===== config.mk =====
export PLATFORM = sky130hd
export DESIGN_NAME = div_clock_monitor
export DESIGN_NICKNAME = d
export VERILOG_FILES = /design/src/rtl/div_clock_monitor.sv
export SDC_FILE = /design/constraint.sdc
export NUM_CORES = 1
export LEC_CHECK = 0
export ABC_AREA = 1
export CORE_MARGIN = 2
export CORE_UTILIZATION = 36
export CTS_BUF_LIST = sky130_fd_sc_hd__clkbuf_8
export CTS_CLUSTER_SIZE = 12
export DETAILED_ROUTE_END_ITERATION = 16
export GPL_TIMING_DRIVEN = 0
export PLACE_DENSITY_LB_ADDON = 0.1
export SKIP_CTS_REPAIR_TIMING = 1
export SYNTH_ARGS = -nofsm -noshare
export SYNTH_HDL_FRONTEND = slang
export SYNTH_SLANG_ARGS = --single-unit

===== constraint.sdc =====
create_clock -name clk -period 3 [get_ports clk]
set_input_delay 0.6 -clock clk [delete_from_list [all_inputs] [get_ports clk]]
set_output_delay 0.6 -clock clk [all_outputs]
set_load 0.03 [all_outputs]

===== src/rtl/div_clock_monitor.sv =====
// Divided-clock monitor: synchronizes an external divided clock, measures every
// high and low half-period in clk cycles, checks it against expected_half +/- TOL,
// and reports lock, per-event error pulses and a 3-bit rising-edge count.
module div_clock_monitor #(
    parameter int unsigned SYNC_STAGES = 2,
    parameter int unsigned CNT_W       = 8,
    parameter int unsigned TOL         = 1,
    parameter int unsigned LOCK_COUNT  = 4
) (
    input  logic             clk,
    input  logic             rst,
    input  logic             enable,
    input  logic             div_in,
    input  logic [CNT_W-1:0] expected_half,
    output logic             lock,
    output logic             err,
    output logic [CNT_W-1:0] last_half,
    output logic             last_phase,
    output logic [2:0]       edge_cnt
);

    localparam int unsigned      GoodW   = $clog2(LOCK_COUNT + 1);
    localparam logic [CNT_W-1:0] HcMax   = {CNT_W{1'b1}};
    localparam logic [CNT_W:0]   TolW    = (CNT_W + 1)'(TOL);
    localparam logic [GoodW-1:0] LockCnt = GoodW'(LOCK_COUNT);

    typedef enum logic [1:0] {StIdle, StWaitEdge, StMeasure} state_e;

    state_e                 state_q, state_d;
    logic [SYNC_STAGES-1:0] sync_q;
    logic                   prev_q;
    logic [CNT_W-1:0]       hc_q, hc_d;
    logic [GoodW-1:0]       good_q, good_d;
    logic                   lock_q, lock_d;
    logic                   err_q, err_d;
    logic [CNT_W-1:0]       last_half_q, last_half_d;
    logic                   last_phase_q, last_phase_d;
    logic [2:0]             edge_cnt_q, edge_cnt_d;

    logic           sync_out;
    logic           edge_det;
    logic           rise_det;
    logic [CNT_W:0] hc_ext;
    logic [CNT_W:0] exp_ext;
    logic [CNT_W:0] diff;
    logic           half_good;

    assign sync_out = sync_q[SYNC_STAGES-1];
    assign edge_det = sync_out ^ prev_q;
    assign rise_det = edge_det & sync_out;

    // Compare one bit wider than the counter so the absolute difference never wraps.
    assign hc_ext    = {1'b0, hc_q};
    assign exp_ext   = {1'b0, expected_half};
    assign diff      = (hc_ext >= exp_ext) ? (hc_ext - exp_ext) : (exp_ext - hc_ext);
    assign half_good = (diff <= TolW);

    // Synchronizer chain and edge-detect history; runs regardless of enable.
    always_ff @(posedge clk or posedge rst) begin
        if (rst) begin
            sync_q <= '0;
            prev_q <= 1'b0;
        end else begin
            sync_q <= {sync_q[SYNC_STAGES-2:0], div_in};
            prev_q <= sync_out;
        end
    end

    // FSM, half counter and registered outputs.
    always_ff @(posedge clk or posedge rst) begin
        if (rst) begin
            state_q      <= StIdle;
            hc_q         <= '0;
            good_q       <= '0;
            lock_q       <= 1'b0;
            err_q        <= 1'b0;
            last_half_q  <= '0;
            last_phase_q <= 1'b0;
            edge_cnt_q   <= '0;
        end else begin
            state_q      <= state_d;
            hc_q         <= hc_d;
            good_q       <= good_d;
            lock_q       <= lock_d;
            err_q        <= err_d;
            last_half_q  <= last_half_d;
            last_phase_q <= last_phase_d;
            edge_cnt_q   <= edge_cnt_d;
        end
    end

    // Next-state: measure on each edge, time out on a saturated counter.
    always_comb begin
        state_d      = state_q;
        hc_d         = hc_q;
        good_d       = good_q;
        lock_d       = lock_q;
        err_d        = 1'b0;
        last_half_d  = last_half_q;
        last_phase_d = last_phase_q;
        edge_cnt_d   = edge_cnt_q;

        if (!enable) begin
            state_d = StIdle;
            hc_d    = '0;
            good_d  = '0;
            lock_d  = 1'b0;
        end else begin
            if ((state_q != StIdle) && rise_det) begin
                edge_cnt_d = edge_cnt_q + 3'd1;
            end
            unique case (state_q)
                StIdle: begin
                    hc_d    = '0;
                    good_d  = '0;
                    lock_d  = 1'b0;
                    state_d = StWaitEdge;
                end
                StWaitEdge: begin
                    // Alignment edge: starts the first half, produces no measurement.
                    if (edge_det) begin
                        hc_d    = {{(CNT_W-1){1'b0}}, 1'b1};
                        state_d = StMeasure;
                    end else begin
                        hc_d = '0;
                    end
                end
                StMeasure: begin
                    // An edge wins over saturation in the same cycle.
                    if (edge_det) begin
                        last_half_d  = hc_q;
                        last_phase_d = ~sync_out;
                        hc_d         = {{(CNT_W-1){1'b0}}, 1'b1};
                        if (half_good) begin
                            if (good_q != LockCnt) begin
                                good_d = good_q + GoodW'(1);
                            end
                            lock_d = (good_d == LockCnt);
                        end else begin
                            err_d  = 1'b1;
                            good_d = '0;
                            lock_d = 1'b0;
                        end
                    end else if (hc_q == HcMax) begin
                        err_d   = 1'b1;
                        good_d  = '0;
                        lock_d  = 1'b0;
                        hc_d    = '0;
                        state_d = StWaitEdge;
                    end else begin
                        hc_d = hc_q + {{(CNT_W-1){1'b0}}, 1'b1};
                    end
                end
                default: begin
                    state_d = StIdle;
                end
            endcase
        end
    end

    assign lock       = lock_q;
    assign err        = err_q;
    assign last_half  = last_half_q;
    assign last_phase = last_phase_q;
    assign edge_cnt   = edge_cnt_q;

endmodule


==> summary by stage <==
Global routing
The met1 demand-to-capacity share in global routing is 22.9%. The first global-routing pass estimated around 10,000 um of wire. The initial antenna violation count is 0. The maximum number of pins on one net before global-route repair is 31. In this run the most used layer during global routing was met2. For met3 alone, demand over resource in global routing was 2.07%. Global routing finished with a remaining overflow of 0. Global routing consumed, over all layers together, ~17% of the routing resources.

Global routing used 27.5% of the available met2 tracks. The number of global-route vias before repair is ~2.2k.

Place
The global placement routability congestion is between 0.8 and 0.9. The number of buffers added on ports is 25. The HPWL after detailed placement is 4780 um.

Synthesis
Yosys attributes the largest share of cell area to sky130_fd_sc_hd__dfrtp_1 (30%), sky130_fd_sc_hd__nand2_1 (14%), sky130_fd_sc_hd__ha_1 (12%). When the netlist entered floorplanning its net count stood at 393. The summed instance area of the synthesized netlist is around 2500 um2.

The largest total area in the synthesized netlist belongs to sky130_fd_sc_hd__dfrtp_1. Each instance of the synthesized netlist takes up on average 7.19 um2. The share of the Yosys chip area taken by registers is between 20 and 30%.

For this run, the number of Yosys warnings is 0. Among all flip-flop cells after synthesis, the most frequent one is sky130_fd_sc_hd__dfrtp_1. Summed over its instances, the top area cell type makes up 29.5% of the synthesized netlist area. The synthesized design contains 30 register bits. The cell count after synthesis is approximately 350. The synthesized design contains 0 enable-type register cells. In this run, distinct cell masters in the synthesized netlist total 35. Counting flops with an async set or reset pin after synthesis yields a share of 100%.

Clock tree
The TritonCTS clock tree is done. Counting along the longest clock path gives a buffer depth of 2. The clock root buffer is sky130_fd_sc_hd__clkbuf_8. The clock tree synthesis step divided the H-tree into 2 levels.

The clock-pin slew on the worst setup and hold paths is 0.07 ns. TritonCTS created 5 clock buffers. CTS saw 30 sinks. The clock latency at the later pin of the worst-skew pair is roughly 0.28 ns.

STA
The setup skew after layout is about 0.0062 ns. The time the final worst path needs with I/O delays and setup is between 2 and 3 ns. Dividing the final minimum period by the clock period gives around nine tenths. For the pin with the worst max-slew slack, the measured transition is 1.12 ns.

The headroom to the max-slew limit is 25.0%. On the final layout, the worst hold slack is between 0.3 and 0.4 ns. For this run, the top clock speed supported by timing is between 0.3 and 0.4 GHz. The final-report max-slew violation count is 0. The count of endpoints failing hold in the final timing report came to 0. Setup repair after global routing left no endpoint under its margin. Setup violations remaining at the end of the flow were counted as 0.

Routing
The remaining antenna violation count is 0. The post-detailed-route DRC marker count is 0. The first-iteration detailed-routing DRC count is 56.

The routed design has 5860 um of wire. The first TritonRoute pass finished after 4 iterations. In the final routed layout, each cell accounts on average for between 10 and 15 um. The via count normalized by instance count is between 4 and 5. Detailed routing inserted a total of about 2.2k vias.

Die
26 I/O pins were placed. The starting density of the core is a little under two fifths. The x dimension of the die is 88.1 um.

The core region is 6830 um2. The floorplan has 30 rows. The die is 88.1 um tall. The area of the die is between 7000 and 8000 um2.

Finish
The synthesis-to-finish area growth is 18.2%. Summing all multi-input logic gate instances after layout gives roughly 1500 um2. The antenna diode count is 0. Of the cells placed in the final design, the portion with a size suffix greater than 1 is between 10% and 20%.

The net count reported at finish is 425. Registers take between 700 and 800 um2. The layout has 730 filler cells.

Critical path
For the worst setup path, the data arrival time is slightly below 3 ns. Of all nets on the critical path, the largest fanout is 3. By instance count, the cell type seen most on the critical path is sky130_fd_sc_hd__nand2_1. STA classifies the critical path startpoint as an input pin. In this design, the stage delay of the slowest critical-path cell is about 0.50 ns. Traced cell by cell, the critical path runs through clkdlybuf4s50_1 > ha_1 > inv_1 > fa_1 > or2_2 > a21oi_1 > inv_1 > nor3_1 > nand2_1 > nand2_1 > nand3_2 > nor2_2 > nand2_1 > nand2_1. At the worst endpoint, the required time is between 3 and 4 ns.

For this design, the slowest cell found on the critical path is sky130_fd_sc_hd__clkdlybuf4s50_1. The worst setup path is of the in -> reg kind. The worst setup path is captured at a flop.

Run status
The flow ran to the end, and the final reports show no timing, DRC or antenna violations.

Flow run
The max-capacitance violation count is 0.

Pwr
The leakage power is roughly 1.5 nW. The worst supply voltage drop on vdd is about 0.00038 V. The total power of the final layout is roughly 1.2 mW.

The power density over cell area is 415 nW/um2.

Worst hold path
The type of the tightest min-delay check is reg -> reg.
[worst max-delay path: cells and delay by family]
kind	cells	cell delay (ns)
AO/OA/AOI/OAI	1	0.14
adder cells (fa/ha/maj)	2	0.58
buffers and inverters	3	0.65
AND/OR/NAND/NOR	8	0.97
[cell usage in the layout, fill, tap and decap left out]
cell type / n
sky130_fd_sc_hd__nand3_2: 2
sky130_fd_sc_hd__inv_1: 58
sky130_fd_sc_hd__nand4_1: 6
sky130_fd_sc_hd__a21oi_1: 13
sky130_fd_sc_hd__dfrtp_1: 30
sky130_fd_sc_hd__o21bai_1: 1
sky130_fd_sc_hd__clkbuf_1: 2
sky130_fd_sc_hd__o21ai_0: 17
sky130_fd_sc_hd__nor2_2: 4
sky130_fd_sc_hd__a21oi_4: 1
sky130_fd_sc_hd__nor2_8: 1
sky130_fd_sc_hd__fa_1: 2
sky130_fd_sc_hd__xnor2_1: 3
sky130_fd_sc_hd__nand2_1: 98
sky130_fd_sc_hd__ha_1: 25
sky130_fd_sc_hd__inv_2: 4
sky130_fd_sc_hd__a22o_1: 1
sky130_fd_sc_hd__buf_2: 2
sky130_fd_sc_hd__nand2_2: 8
sky130_fd_sc_hd__or2_1: 1
sky130_fd_sc_hd__nor2_1: 21
sky130_fd_sc_hd__o22ai_1: 6
sky130_fd_sc_hd__nand2_8: 1
sky130_fd_sc_hd__buf_6: 1
sky130_fd_sc_hd__nor2_4: 1
sky130_fd_sc_hd__nand3_4: 1
sky130_fd_sc_hd__a31oi_2: 1
sky130_fd_sc_hd__clkbuf_8: 6
sky130_fd_sc_hd__nor3_1: 4
sky130_fd_sc_hd__clkdlybuf4s50_1: 25
sky130_fd_sc_hd__nand2_4: 2
sky130_fd_sc_hd__clkinv_2: 1
sky130_fd_sc_hd__xor2_1: 6
sky130_fd_sc_hd__o21ai_1: 1
sky130_fd_sc_hd__or2_2: 2
sky130_fd_sc_hd__mux2_2: 1
sky130_fd_sc_hd__nand3_1: 26
sky130_fd_sc_hd__o211ai_1: 2
[where the power goes]
group	total, mW	switching [mW]	internal [mW]
clock network	0.330	0.149	0.181
logic	0.432	0.266	0.166
registers	0.484	0.0345	0.449
total	1.25	0.449	0.797
[logic make-up (layout without fill, tap and decap cells)]
group                      after synthesis  after routing  share of synthesized area (%)
and+or+nand+nor                        178            178                           33.0
muxes                                    1              1                          0.443
buffers and inverters                   66             99                           10.1
xor gates and xnor gates                 9              9                           3.10
adders and majority gates               27             27                           13.9
AOI/OAI and AO/OA                       43             43                           9.94
DFF                                     30             30                           29.5
[layer usage]
layer | up-vias | share of wire, %
met3 | 4 | 2.1
li1 | 1177 | -
met2 | 27 | 46
met4 | 0 | 0.73
met5 | - | 0
met1 | 1041 | 51
[final cells by class]
type                       count  area share [%]
buffer                         5           0.958
clock buffer                   6            2.75
clock inverter                 2           0.291
inverter                      61            7.62
multi-input combinational    258            51.1
sequential                    30            25.0
tap                           96            4.00
timing repair buffer          25            8.33
[registers in the layout, indices dropped and copies added, names as in the netlist]
signal      flops
lock            1
edge_cnt        3
sync_q          2
good_q          3
last_phase      1
last_half       8
prev_q          1
state_q         2
err             1
hc_q            8
[through the flow]
stage                     instance area [um2]  TNS (ns)  cells  util (%)  setup slack (ns)
final                                    3010         0    483      44.0             0.266
after global routing                     3010         0    483      44.0            0.0894
after CTS                                3010         0    483      44.0             0.257
after detailed placement                 2910   -0.0763    475      42.7           -0.0403
after global placement                   2910   -0.0389    475      42.7           -0.0229
after floorplan                          2540         0    354         -             0.746
[Yosys cell counts (3+ instances only)]
| cell | number |
|---|---|
| sky130_fd_sc_hd__nor3_1 | 4 |
| sky130_fd_sc_hd__xor2_1 | 6 |
| sky130_fd_sc_hd__nor2_2 | 4 |
| sky130_fd_sc_hd__o22ai_1 | 6 |
| sky130_fd_sc_hd__inv_1 | 57 |
| sky130_fd_sc_hd__ha_1 | 25 |
| sky130_fd_sc_hd__nand3_1 | 26 |
| sky130_fd_sc_hd__dfrtp_1 | 30 |
| sky130_fd_sc_hd__nor2_1 | 21 |
| sky130_fd_sc_hd__nand2_2 | 8 |
| sky130_fd_sc_hd__o21ai_0 | 17 |
| sky130_fd_sc_hd__a21oi_1 | 13 |
| sky130_fd_sc_hd__nand2_1 | 98 |
| sky130_fd_sc_hd__nand4_1 | 6 |
| sky130_fd_sc_hd__inv_2 | 4 |
| sky130_fd_sc_hd__xnor2_1 | 3 |
[final timing paths]
check,cells past startpoint,to,slack (ns),from
hold / removal,0,sync_q[1],0.35,sync_q[0]
setup reg to reg,14,lock,0.48,hc_q[0]
setup / recovery,14,lock,0.27,expected_half[0]
min in group asynchronous,2,last_half[0],0.92,rst
hold reg to reg,0,sync_q[1],0.35,sync_q[0]
max in group asynchronous,2,last_half[6],1.41,rst
No activity file was read; power rests on OpenSTA's default activity.
